### src/rtl/add_sub64_pipe.sv
// Two-stage pipelined 64-bit adder/subtractor with valid/ready on both sides.
// Low half is summed in stage 1, the bit-32 carry is registered, and the high half is summed in stage 2.
module add_sub64_pipe #(
  parameter int N = 64,
  parameter int M = N / 2
) (
  input  logic         clk,
  input  logic         rst,
  input  logic         in_valid,
  output logic         in_ready,
  input  logic         op,
  input  logic         cin,
  input  logic [N-1:0] a,
  input  logic [N-1:0] b,
  output logic         out_valid,
  input  logic         out_ready,
  output logic [N-1:0] s,
  output logic         cout,
  output logic         ovf,
  output logic         zero
);

  // Occupancy, carried only by the two valid bits:
  //   state | meaning
  //   EMPTY | v1=0 v2=0, nothing in flight
  //   ONE   | exactly one of v1/v2 set
  //   FULL  | v1=1 v2=1, stalls intake while out_ready=0
  localparam int H = N - M;

  logic         v1;
  logic         v2;
  logic         accept;
  logic         adv2;

  logic [N-1:0] bx;
  logic         cx;
  logic [M:0]   lo_sum;

  logic [M-1:0] s_lo_q;
  logic         c32_q;
  logic [H-1:0] a_hi_q;
  logic [H-1:0] bx_hi_q;

  logic [H:0]   hi_sum;
  logic [N-1:0] s_nxt;
  logic         c_into_msb;

  // Subtract is folded into the single adder form a + ~b + ~cin.
  assign bx     = op ? ~b : b;
  assign cx     = op ? ~cin : cin;
  assign lo_sum = {1'b0, a[M-1:0]} + {1'b0, bx[M-1:0]} + {{M{1'b0}}, cx};

  assign hi_sum = {1'b0, a_hi_q} + {1'b0, bx_hi_q} + {{H{1'b0}}, c32_q};
  assign s_nxt  = {hi_sum[H-1:0], s_lo_q};
  // Carry into the sign bit recovered from the sum bit and its two operand bits.
  assign c_into_msb = s_nxt[N-1] ^ a_hi_q[H-1] ^ bx_hi_q[H-1];

  assign out_valid = v2;
  assign adv2      = v1 & (~v2 | out_ready);
  assign in_ready  = ~rst & (~v1 | adv2);
  assign accept    = in_valid & in_ready;

  always_ff @(posedge clk) begin
    if (rst) begin
      v1 <= 1'b0;
    end else if (accept) begin
      v1 <= 1'b1;
    end else if (adv2) begin
      v1 <= 1'b0;
    end
  end

  always_ff @(posedge clk) begin
    if (rst) begin
      v2 <= 1'b0;
    end else if (adv2) begin
      v2 <= 1'b1;
    end else if (out_ready) begin
      v2 <= 1'b0;
    end
  end

  always_ff @(posedge clk) begin
    if (rst) begin
      s_lo_q  <= '0;
      c32_q   <= 1'b0;
      a_hi_q  <= '0;
      bx_hi_q <= '0;
    end else if (accept) begin
      s_lo_q  <= lo_sum[M-1:0];
      c32_q   <= lo_sum[M];
      a_hi_q  <= a[N-1:M];
      bx_hi_q <= bx[N-1:M];
    end
  end

  // Output registers only move on adv2, which gives the hold under backpressure.
  always_ff @(posedge clk) begin
    if (rst) begin
      s    <= '0;
      cout <= 1'b0;
      ovf  <= 1'b0;
      zero <= 1'b0;
    end else if (adv2) begin
      s    <= s_nxt;
      cout <= hi_sum[H];
      ovf  <= c_into_msb ^ hi_sum[H];
      zero <= (s_nxt == '0);
    end
  end

endmodule

### config.mk
export PLATFORM = sky130hd
export DESIGN_NAME = add_sub64_pipe
export DESIGN_NICKNAME = d
export VERILOG_FILES = /design/src/rtl/add_sub64_pipe.sv
export SDC_FILE = /design/constraint.sdc
export NUM_CORES = 1
export LEC_CHECK = 0
export BUFFER_PORTS_ARGS = -buffer_cell sky130_fd_sc_hd__buf_2
export CAP_MARGIN = 20
export CORE_ASPECT_RATIO = 0.75
export CORE_MARGIN = 1.5
export CORE_UTILIZATION = 58
export CTS_BUF_LIST = sky130_fd_sc_hd__clkbuf_4
export DETAILED_ROUTE_END_ITERATION = 10
export MAX_ROUTING_LAYER = met4
export PLACE_DENSITY_LB_ADDON = 0.25
export SYNTH_ARGS = -nofsm -noshare
export SYNTH_HDL_FRONTEND = slang
export SYNTH_SLANG_ARGS = --single-unit
export TNS_END_PERCENT = 30
### constraint.sdc
create_clock -name clk -period 4.4 [get_ports clk]
set_input_delay 0.88 -clock clk [delete_from_list [all_inputs] [get_ports clk]]
set_output_delay 0.88 -clock clk [all_outputs]
set_load 0.02 [all_outputs]
== Word-level counts from Yosys, hierarchy flattened ==
Cells that the tools add are included.
Operators by class
  add/sub/neg operators: 4
  multiplexer cells: 6
  bitwise gates (word level): 13
  reduce and logical (&&, ||, !) cells: 3
Operators by type and width (count)
  32-bit by 32-bit adder with 33-bit output: 2
  33-bit by 1-bit adder with 33-bit output: 2
  64-bit logical NOT: 1
  64-bit 2-to-1 mux: 1
  64-bit NOT: 1
  1-bit 2-to-1 mux: 5
  1-bit NOT: 4
  2-bit nonzero test: 2
  1-bit AND: 3
  1-bit XOR: 3
  1-bit OR: 2
Storage, ports and cells
  flip-flop bits (word level): 166
  bits of input ports: 134
  output and inout port bits: 69

== Longest topological paths before layout ==
Gate-level depths: netlist of run 1.
  word-level depth: 7
  depth in mapped cells: 14
  depth with buffers taken out: 12

== Worst setup path before layout of run 1 ==
OpenSTA, ideal clock, no wires.
  kind: input to register
  from: input port op
  to: register s_lo_q[28]
  library setup time: 0.062 ns
  arrival: 4.026 ns
  required time: 4.338 ns
  slack: 0.311 ns
  cell stages on the path: 14
  cells stage by stage: clkbuf_1 > clkbuf_1 > xnor2_1 > fa_1 > fa_1 > nor2b_1 > o21ai_0 > nand3_1 > a21o_1 > a32oi_1 > a21oi_1 > nor3_1 > or4_1 > nand3_1
On the way
  longest elaborated chain between the ends: 3
  elaborated cells on any way between the ends: 4
Ends and longest elaborated chain
  start, declared: line 11  | input logic op,
  64-bit 2-to-1 mux: line 49  | assign bx = op ? ~b : b;
  32-bit by 32-bit adder with 33-bit output: line 51  | assign lo_sum = {1'b0, a[M-1:0]} + {1'b0, bx[M-1:0]} + {{M{1'b0}}, cx};
  33-bit by 1-bit adder with 33-bit output *: line 51
  end signal, assigned: line 90  | s_lo_q <= lo_sum[M-1:0];
  end, declared: line 39  | logic [M-1:0] s_lo_q;
Mark *: on every way between the ends. The rest lies on a longest branch, timed or not.
A chain may end at the register's enable or synchronous reset.

== Worst setup path in the final report of run 1 ==
  from: register c32_q
  to: register zero
On the way
  longest elaborated chain between the ends: 2
Ends and longest elaborated chain
  start, declared: line 40  | logic c32_q;
  start signal, assigned: line 91  | c32_q <= lo_sum[M];
  33-bit by 1-bit adder with 33-bit output: line 53  | assign hi_sum = {1'b0, a_hi_q} + {1'b0, bx_hi_q} + {{H{1'b0}}, c32_q};
  64-bit logical NOT: line 108  | zero <= (s_nxt == '0);
  end signal, assigned: line 108
  end, declared: line 20  | output logic zero
No other way between the ends.

==> results.py, run 1 <==
metrics = {
    "status": {
        "outcome": "completed",
    },
    "worst_setup_path": {
        "crit_top_cell": "fa_1",
        "cp_cell_sequence": "fa_1, fa_1, a211oi_1, o21bai_1, a2111o_1, a31oi_4, a211oi_2, or3_4, a2111oi_4, nand4_1, nand2_1",
        "path_buf_inv": 0,
        "crit_path_max_incr_delay_ns": 0.52,
        "worstSetupEndpointType": "register",
        "crit_path_top_delay_cell": "a2111o_1",
        "crit_type": "reg2reg",
        "crit_family": "compound AO/OA/AOI/OAI gates",
        "startpoint_type": "register",
        "crit_fanout": 4,
        "arrival_ns": 4.21,
        "required_ns": 4.93,
    },
    "sta": {
        "report.final.slew_viol_count": 0,
        "max_freq_mhz": 272.1,
        "fin_crit_ns": 3.675,
        "timing_hold_violations_final": 0,
        "worst_pin_slew_ns": 0.9280,
        "rsz0062_at_grt": "false",
        "fin_setup_tns_ns": 0,
        "finClkSkew_ns": 0.02782,
        "setup_viol": 0,
        "period_share_pct": 83.52,
        "worst_slew_margin_rel_pct": 38.04,
    },
    "cts": {
        "h-tree-depth": 4,
        "clkLatencyLatePin_ns": 0.58,
        "cts_hold_repair.buffers": 0,
        "root_buffer": "clkbuf_4",
        "clk_pin_slew_ns": 0.15,
        "post_cts_buffers": 0,
        "cts_buffers": 17,
        "cts_tree": "yes",
        "post_cts_resized": 0,
        "clock-sinks": 166,
        "cts_buffer_depth": 2,
    },
    "yosys": {
        "postSynth.asyncResetShare_pct": 0,
        "yosysMostFrequentCell": "nand2_1",
        "synth_seq_cells": 166,
        "synth_cell_types": 80,
        "syn_inst": 1275,
        "syn_area_sq_um": 10140,
        "syn_avg_cell_area_sq_um": 7.953,
        "yosysSeqAreaShare_pct": 32.77,
        "synth_top_area_cell": "dfxtp_1",
        "synth-simple-area-share_pct": 23.10,
        "synth_nets": 1475,
        "synthAdderAreaFrac_pct": 8.440,
        "muxShareOfSynthArea_pct": 0.5183,
        "synth_top_area_share_pct": 32.77,
        "ys.flop_type": "dfxtp_1",
        "synth-compound-area-share_pct": 21.54,
        "synthTopCellsByCount": "nand2_1 (201), dfxtp_1 (166), nand3_1 (106)",
        "yosysWarnings": 0,
        "ys_top_cells_by_area": "dfxtp_1 (33%), ha_1 (7.7%), nand2_1 (7.4%)",
        "synth_top_family_by_area": "simple AND/OR/NAND/NOR gates",
        "yosys.area_share.xor_xnor_pct": 9.378,
        "synth-edff-count": 0,
    },
    "route": {
        "drt_iter0_markers": 922,
        "via_per_inst": 5.852,
        "drc": 0,
        "wl_microns": 28920,
        "final_antenna_net_count": 0,
        "vias": 9849,
        "firstDrtPassIters": 6,
        "wl_per_cell_microns": 17.19,
    },
    "placed_design": {
        "place_area_sq_um": 11230,
        "dp_hpwl_microns": 22560,
        "port_buffers": 202,
        "gp_congestion": 0.9722,
    },
    "die": {
        "design.die.area_sq_um": 18290,
        "initial_core_util_pct": 59.72,
        "io_pins": 203,
        "chipHeight_microns": 117.5,
        "die_w_microns": 155.7,
        "row_count": 41,
        "core-area_sq_um": 16980,
    },
    "global_route": {
        "track_usage_pct": 32.49,
        "grt_pass1_wl_microns": 45640,
        "grt_pass1_vias": 8591,
        "grt_remaining_overflow": 0,
        "antenna_found_initial": 2,
        "grt_max_degree": 81,
    },
    "cells_and_area": {
        "utilization_pct": 67.58,
        "design_area_sq_um": 11470,
        "areaGrowthSynthToFinish_pct": 13.17,
        "drive_above_1_share_pct": 19.31,
        "fillers": 1554,
        "final_net_count": 1633,
    },
    "power_and_ir_drop": {
        "cellPowerDensity_nw_per_um2": 328.9,
        "ir_drop_v": 0.0002727,
        "p_leak_nw": 5.176,
        "finalPower_mw": 3.774,
    },
    "job": {
        "maxCapViolCount": 0,
    },
    "min_path": {
        "worstHoldPathType": "reg2reg",
    },
}
[cell families (layout without fill, tap and decap cells)]
kind of cell | count (synthesis) | count (layout)
AOI/OAI and AO/OA | 336 | 336
xor gates and xnor gates | 107 | 107
adders and majority gates | 66 | 66
buffers and inverters | 99 | 269
DFF | 166 | 166
muxes | 5 | 5
other | 0 | 2
and+or+nand+nor | 496 | 496
[through the flow]
stage | hold slack (ns) | instances | setup WS, ns
after floorplan | 0.4383 | 1275 | 0.3111
after global placement | 0.4391 | 1650 | 0.5348
after detailed placement | 0.4430 | 1650 | 0.4471
after CTS | 0.4237 | 1681 | 0.7593
after global routing | 0.4222 | 1683 | 0.4776
final | 0.4618 | 1683 | 0.7253
[flip-flops by register name, summed over array words and instances, names as in the netlist]
signal and flops:
s_lo_q 32, v1 1, cout 1, ovf 1, a_hi_q 32, out_valid 1
zero 1, s 64, c32_q 1, bx_hi_q 32
[cell usage in the layout (no fill, tap or decap), types with 9 or more instances in the layout]
master	synthesis	final
a211oi_1	19	19
nand2_1	201	200
nand4_1	16	16
o21ai_0	76	76
o21bai_1	12	12
o21a_1	17	17
xnor2_1	54	54
o31ai_1	9	9
clkbuf_4	1	17
inv_1	19	19
nor3_1	24	24
a21oi_1	103	103
and3_1	9	9
buf_4	3	17
nor2_1	62	62
or3_1	11	11
o211ai_1	9	9
nand3_1	106	106
a21o_1	28	28
ha_1	62	62
xor2_1	52	52
nor4_1	14	14
dfxtp_1	166	166
buf_2	2	201
[routing by layer]
| metal | vias to the layer above | global-route usage (%) | routed length (microns) |
|---|---|---|---|
| li1 | 4874 | - | - |
| met4 | 0 | 5.595 | 301 |
| met3 | 25 | 6.922 | 2500 |
| met1 | 4519 | 50.81 | 14850 |
| met5 | - | - | 0 |
| met2 | 431 | 42.41 | 11280 |
[report_power, final]
part           total (mW)  switching, mW  leakage (nW)  internal [mW]
clock network       0.826          0.593         0.127          0.233
logic                1.21          0.735          3.68          0.478
registers            1.73         0.0985          1.36           1.64
[final cells by class]
class | count | area, sq um | area share [%]
Timing Repair Buffer | 218 | 1134 | 9.879
Multi-Input combinational cell | 1010 | 6404 | 55.81
Inverter | 20 | 75.07 | 0.6542
Sequential cell | 166 | 3323 | 28.96
Clock buffer | 17 | 127.6 | 1.112
Clock inverter | 14 | 111.4 | 0.9704
Antenna cell | 2 | 5.005 | 0.04362
Tap cell | 236 | 295.3 | 2.573
[worst paths after layout]
kind	slack, ns	startpoint	depth (start not counted)	end
max reg2reg	0.73	c32_q$_SDFFE_PP0P_	11	zero$_SDFFE_PP0P_
min reg2reg	0.46	s[6]$_SDFFE_PP0P_	2	s[6]$_SDFFE_PP0P_
min	0.46	s[6]$_SDFFE_PP0P_	2	s[6]$_SDFFE_PP0P_
max	0.73	c32_q$_SDFFE_PP0P_	11	zero$_SDFFE_PP0P_
[worst register-to-register path: stages (launching register included)]
cell	delay (ns)
dfxtp_1	0.36
fa_1	0.49
fa_1	0.45
a211oi_1	0.33
o21bai_1	0.14
a2111o_1	0.52
a31oi_4	0.32
a211oi_2	0.14
or3_4	0.36
a2111oi_4	0.34
nand4_1	0.12
nand2_1	0.08
No activity file was read; power rests on OpenSTA's default activity.
==> run 2, diff against run 1 <==
ABC_AREA = 1   (was unset)
clock period = 3.6 ns   (was 4.4 ns; I/O delays follow)
==> results.py, run 2 <==
metrics = {
    "status": {
        "outcome": "completed",
    },
    "yosys": {
        "synth-edff-count": 0,
        "synth_seq_cells": 166,
        "syn_area_sq_um": 10870,
        "syn_inst": 1661,
        "synth_nets": 1861,
        "synth_top_area_share_pct": 30.57,
        "synth_cell_types": 42,
        "yosysMostFrequentCell": "nand2_1",
        "yosysWarnings": 0,
        "syn_avg_cell_area_sq_um": 6.545,
        "synthTopCellsByCount": "nand2_1 (411), inv_1 (232), dfxtp_1 (166)",
        "ys.flop_type": "dfxtp_1",
        "synth_top_area_cell": "dfxtp_1",
        "postSynth.asyncResetShare_pct": 0,
        "ys_top_cells_by_area": "dfxtp_1 (31%), nand2_1 (14%), inv_1 (8.0%)",
        "yosysSeqAreaShare_pct": 30.57,
    },
    "sta": {
        "rsz0062_at_grt": "false",
        "finalWorstSetupSlack_ns": 0.5962,
        "fin_crit_ns": 3.004,
        "finClkSkew_ns": 0.02450,
        "setup_viol": 0,
        "worst_slew_margin_rel_pct": 38.40,
        "max_freq_mhz": 332.9,
        "worst_pin_slew_ns": 0.9239,
        "period_share_pct": 83.44,
        "timing_hold_violations_final": 0,
        "fin_setup_tns_ns": 0,
        "report.final.slew_viol_count": 0,
    },
    "cells_and_area": {
        "regArea_sq_um": 3323,
        "top_register": "s",
        "final_net_count": 2036,
        "multi_input_area_sq_um": 6425,
        "final_cell_count_no_fill": 2096,
        "layout_commonest_cell": "nand2_1",
        "drive_above_1_share_pct": 15.04,
        "fillers": 1625,
        "utilization_pct": 67.57,
        "areaGrowthSynthToFinish_pct": 14.38,
        "final_cell_mix": "nand2_1 (411), inv_1 (231), buf_2 (201), dfxtp_1 (166), o21ai_0 (163)",
        "largest_reg_flops": 64,
    },
    "cts": {
        "post_cts_buffers": 0,
        "h-tree-depth": 4,
        "root_buffer": "clkbuf_4",
        "cts_hold_repair.buffers": 0,
        "clkLatencyLatePin_ns": 0.56,
        "cts_buffer_depth": 2,
        "clock-sinks": 166,
        "cts_buffers": 17,
        "cts_tree": "yes",
        "post_cts_resized": 0,
        "clk_pin_slew_ns": 0.15,
    },
    "worst_setup_path": {
        "crit_path_max_incr_delay_ns": 0.54,
        "rr_worst_depth": 15,
        "startpoint_type": "register",
        "cp_cell_sequence": "fa_1, fa_1, nand2_1, nand2_1, nand3_1, nand2_1, nand2_1, nand2_1, a21oi_1, nand2_1, nand2_1, nand2_1, nor2_1, nand3_1, a21oi_2",
        "rr_startpoint": "c32_q$_SDFFE_PP0P_",
        "worstSetupEndpointType": "register",
        "required_ns": 4.08,
        "cp-endpoint": "zero$_SDFFE_PP0P_",
        "startpoint": "c32_q$_SDFFE_PP0P_",
        "arrival_ns": 3.48,
        "crit_fanout": 6,
        "r2r_setup_slack_ns": 0.60,
        "crit_type": "reg2reg",
        "reg2reg_to": "zero$_SDFFE_PP0P_",
        "crit_top_cell": "nand2_1",
        "crit_path_top_delay_cell": "fa_1",
    },
    "die": {
        "initial_core_util_pct": 59.08,
        "row_count": 43,
        "io_pins": 203,
        "chipHeight_microns": 121.6,
        "core-area_sq_um": 18400,
        "design.die.area_sq_um": 19580,
        "die_w_microns": 161.1,
    },
    "power_and_ir_drop": {
        "swShare_pct": 37.89,
        "intPower_mw": 3.145,
        "pwr-share-clk_pct": 25.7,
        "ir_drop_v": 0.0003768,
        "cellPowerDensity_nw_per_um2": 407.2,
        "power_switching_mw": 1.918,
        "combinationalPowerShare_pct": 32.3,
        "p_leak_nw": 6.515,
        "seqPwrFrac_pct": 42.0,
        "finalPower_mw": 5.063,
    },
    "global_route": {
        "grt_pass1_wl_microns": 54190,
        "grt_remaining_overflow": 0,
        "antenna_found_initial": 1,
        "grt_pass1_vias": 10270,
        "track_usage_pct": 37.02,
        "grt_max_degree": 118,
    },
    "route": {
        "wl_per_cell_microns": 16.60,
        "via_per_inst": 5.521,
        "firstDrtPassIters": 6,
        "drt_iter0_markers": 1435,
        "drc": 0,
        "wl_microns": 34800,
        "final_antenna_net_count": 0,
        "vias": 11570,
    },
    "min_path": {
        "worstHoldPathType": "in2reg",
    },
    "job": {
        "maxCapViolCount": 0,
    },
    "placed_design": {
        "dp_hpwl_microns": 27240,
        "gp_congestion": 1.065,
        "dp_slack_ns": 0.3127,
        "port_buffers": 202,
        "dp.cells": 2064,
    },
}
run 2: kinds of logic after synthesis:
family / Yosys count / synth area share (%)
simple gates: 719 / 27.73
buf+inv: 296 / 10.39
xor+xnor: 80 / 6.446
compound gates: 334 / 16.99
flops: 166 / 30.57
fa+ha+maj: 66 / 7.873
run 2: how the worst min path moves through the flow:
stage | slack (ns) | cells past startpoint | from | endpoint
3_5_place_dp | 0.45 | 2 | s_lo_q[1]$_SDFFE_PP0P_ | s[1]$_SDFFE_PP0P_
4_1_cts | 0.32 | 3 | a[49] | a_hi_q[17]$_SDFFE_PP0P_
2_1_floorplan | 0.43 | 2 | s_lo_q[1]$_SDFFE_PP0P_ | s[1]$_SDFFE_PP0P_
6_report | 0.35 | 3 | a[49] | a_hi_q[17]$_SDFFE_PP0P_
3_3_place_gp | 0.45 | 2 | s_lo_q[1]$_SDFFE_PP0P_ | s[1]$_SDFFE_PP0P_
5_1_grt | 0.32 | 3 | a[48] | a_hi_q[16]$_SDFFE_PP0P_
run 2: metal layers:
layer	part of all wire (%)	up-vias	global-route usage, %
met1	48	5194	56.69
met5	0	-	-
met2	37	649	47.71
li1	-	5703	-
met4	0.95	0	6.134
met3	14	27	10.28
run 2: per-stage QoR:
stage / hold slack, ns / cell area [sq um]
2_1_floorplan: 0.4336 / 10870
3_3_place_gp: 0.4530 / 12100
3_5_place_dp: 0.4526 / 12100
4_1_cts: 0.3190 / 12430
5_1_grt: 0.3151 / 12430
6_report: 0.3506 / 12430
run 2: area by class of cell:
class	instances	area share, %
Sequential cell	166	26.73
Timing Repair Buffer	216	9.299
Clock buffer	18	1.087
Clock inverter	13	1.570
Multi-Input combinational cell	1199	51.68
Tap cell	247	2.486
Inverter	236	7.135
Antenna cell	1	0.02013
run 2: power groups by stage:
| stage | sequential (mW) | combinational [mW] | clock (mW) |
|---|---|---|---|
| floorplan | 2.19 | 1.01 | 0 |
| global placement | 2.16 | 1.57 | 0 |
| detailed placement | 2.16 | 1.58 | 0 |
| CTS | 2.12 | 1.60 | 1.31 |
| global route | 2.14 | 1.80 | 1.38 |
| finish | 2.13 | 1.64 | 1.30 |
run 2: worst max-delay path, delay by kind of cell (launching register included):
| kind | cells | cell delay [ns] |
|---|---|---|
| AND/OR/NAND/NOR | 11 | 1.11 |
| flip-flops | 1 | 0.36 |
| adder cells (fa/ha/maj) | 2 | 1.06 |
| AO/OA/AOI/OAI | 2 | 0.40 |
==> run 3, diff against run 2 <==
clock period = 3.1 ns   (was 3.6 ns; I/O delays follow)
==> results.py, run 3 (synthesis gave the netlist of run 2 again) <==
metrics = {
    "worst_setup_path": {
        "startpoint_type": "register",
        "crit_type": "reg2reg",
        "rr_worst_depth": 15,
        "reg2reg_to": "zero$_SDFFE_PP0P_",
        "crit_fanout": 6,
        "required_ns": 3.66,
        "arrival_ns": 3.42,
        "r2r_setup_slack_ns": 0.24,
        "worstSetupEndpointType": "register",
        "rr_startpoint": "c32_q$_SDFFE_PP0P_",
    },
    "power_and_ir_drop": {
        "cellPowerDensity_nw_per_um2": 454.4,
        "seqPwrFrac_pct": 42.8,
        "combinationalPowerShare_pct": 34.0,
        "power_switching_mw": 2.316,
        "swShare_pct": 40.29,
        "ir_drop_v": 0.0002977,
        "p_leak_nw": 6.646,
        "intPower_mw": 3.432,
        "pwr-share-clk_pct": 23.2,
    },
    "sta": {
        "max_freq_mhz": 349.1,
        "timing_hold_violations_final": 0,
        "worst_pin_slew_ns": 0.9247,
        "period_share_pct": 92.41,
        "report.final.slew_viol_count": 0,
        "worst_slew_margin_rel_pct": 38.35,
        "rsz0062_at_grt": "false",
        "fin_crit_ns": 2.865,
        "setup_viol": 0,
        "fin_setup_tns_ns": 0,
        "finClkSkew_ns": 0.02985,
    },
    "cells_and_area": {
        "largest_reg_flops": 64,
        "areaGrowthSynthToFinish_pct": 16.36,
        "final_cell_mix": "nand2_1 (411), inv_1 (231), buf_2 (201), dfxtp_1 (166), o21ai_0 (163)",
        "utilization_pct": 68.74,
        "top_register": "s",
        "drive_above_1_share_pct": 16.54,
        "layout_commonest_cell": "nand2_1",
        "final_net_count": 2067,
    },
    "route": {
        "drc": 0,
        "wl_microns": 34360,
        "final_antenna_net_count": 0,
        "drt_iter0_markers": 1221,
        "via_per_inst": 5.438,
        "vias": 11580,
        "firstDrtPassIters": 6,
        "wl_per_cell_microns": 16.14,
    },
    "global_route": {
        "gr-usage-met3_pct": 9.023,
        "top_usage_layer": "met1",
        "met2_usage_pct": 49.73,
        "antenna_found_initial": 2,
        "grt_pass1_vias": 10390,
        "track_usage_pct": 36.24,
        "grt_remaining_overflow": 0,
        "grt_pass1_wl_microns": 53760,
        "grt_use_met1_pct": 53.01,
        "grt_max_degree": 94,
    },
    "placed_design": {
        "gp_congestion": 0.9895,
        "port_buffers": 202,
        "dp_hpwl_microns": 27200,
    },
    "cts": {
        "cts_buffer_depth": 2,
        "h-tree-depth": 4,
        "cts_tree": "yes",
        "clk_pin_slew_ns": 0.18,
        "clkLatencyLatePin_ns": 0.61,
        "cts_buffers": 17,
        "post_cts_buffers": 0,
        "clock-sinks": 166,
        "root_buffer": "clkbuf_4",
        "cts_hold_repair.buffers": 0,
    },
    "die": {
        "design.die.area_sq_um": 19580,
        "initial_core_util_pct": 59.08,
        "io_pins": 203,
        "die_w_microns": 161.1,
        "core-area_sq_um": 18400,
        "chipHeight_microns": 121.6,
        "row_count": 43,
    },
    "status": {
        "outcome": "completed",
    },
    "min_path": {
        "worstHoldPathType": "in2reg",
        "holdPathStages": 3,
        "hold_start": "a[63]",
        "hold_end": "a_hi_q[31]$_SDFFE_PP0P_",
    },
    "job": {
        "maxCapViolCount": 0,
    },
}
run 3: layer usage:
layer	vias to the layer above	routed length (microns)
met5	-	0
met4	0	478
met3	31	3795
met2	554	13570
met1	5217	16520
li1	5776	-
run 3: worst max path at each step:
stage | endpoint | from | cells after the start
detailed placement | s_lo_q[20]$_SDFFE_PP0P_ | op | 13
finish | zero$_SDFFE_PP0P_ | c32_q$_SDFFE_PP0P_ | 15
global placement | s_lo_q[20]$_SDFFE_PP0P_ | op | 14
floorplan | s_lo_q[22]$_SDFFE_PP0P_ | op | 15
CTS | zero$_SDFFE_PP0P_ | c32_q$_SDFFE_PP0P_ | 15
global route | zero$_SDFFE_PP0P_ | c32_q$_SDFFE_PP0P_ | 15
run 3: cell type report:
cell class	count	area, sq um
diodes	2	5.005
clock inverters	14	158.9
inverters	236	888.4
clock buffers	18	135.1
fillers	1646	5752
repair buffers	247	1401
flip-flops and latches	166	3323
well taps	247	309.0
multi-input cells	1199	6427
run 3: metrics by stage:
stage                     instances  cell area, sq um  setup WS (ns)  hold WS (ns)  power [mW]
after floorplan                1661             10880        0.01366        0.4336       3.712
after global placement         2095             12350       -0.08875        0.4535       4.370
after detailed placement       2095             12350        -0.1762        0.4634       4.399
after CTS                      2127             12640         0.1629        0.1627       5.719
after global routing           2129             12650        0.01805        0.1524       6.067
final                          2129             12650         0.2352        0.1890       5.748
run 3: worst max-delay path, stage by stage, from the launching register on:
cell and delay (ns):
dfxtp_1 0.37, fa_1 0.55, fa_2 0.43, nand3_1 0.12, nand2_1 0.12, nand2_1 0.09, nand2_1 0.08, nor2_1 0.12
nand3_1 0.12, nor2_1 0.14, nand2_1 0.06, nor2_1 0.15, nand2_1 0.09, nor2_1 0.08, nand3_1 0.16, a21oi_2 0.15
run 3: power by group through the flow:
stage                     combinational [mW]  clock [mW]  sequential (mW)
after floorplan                         1.17           0             2.54
after global placement                  1.88           0             2.49
after detailed placement                1.90           0             2.50
after CTS                               1.92        1.35             2.45
after global routing                    2.15        1.44             2.48
final                                   1.95        1.33             2.46
run 3: what timing repair did:
action,CTS,global route
resized for setup,0,1
setup endpoints to repair,0,1
endpoints found under the hold margin,0,0
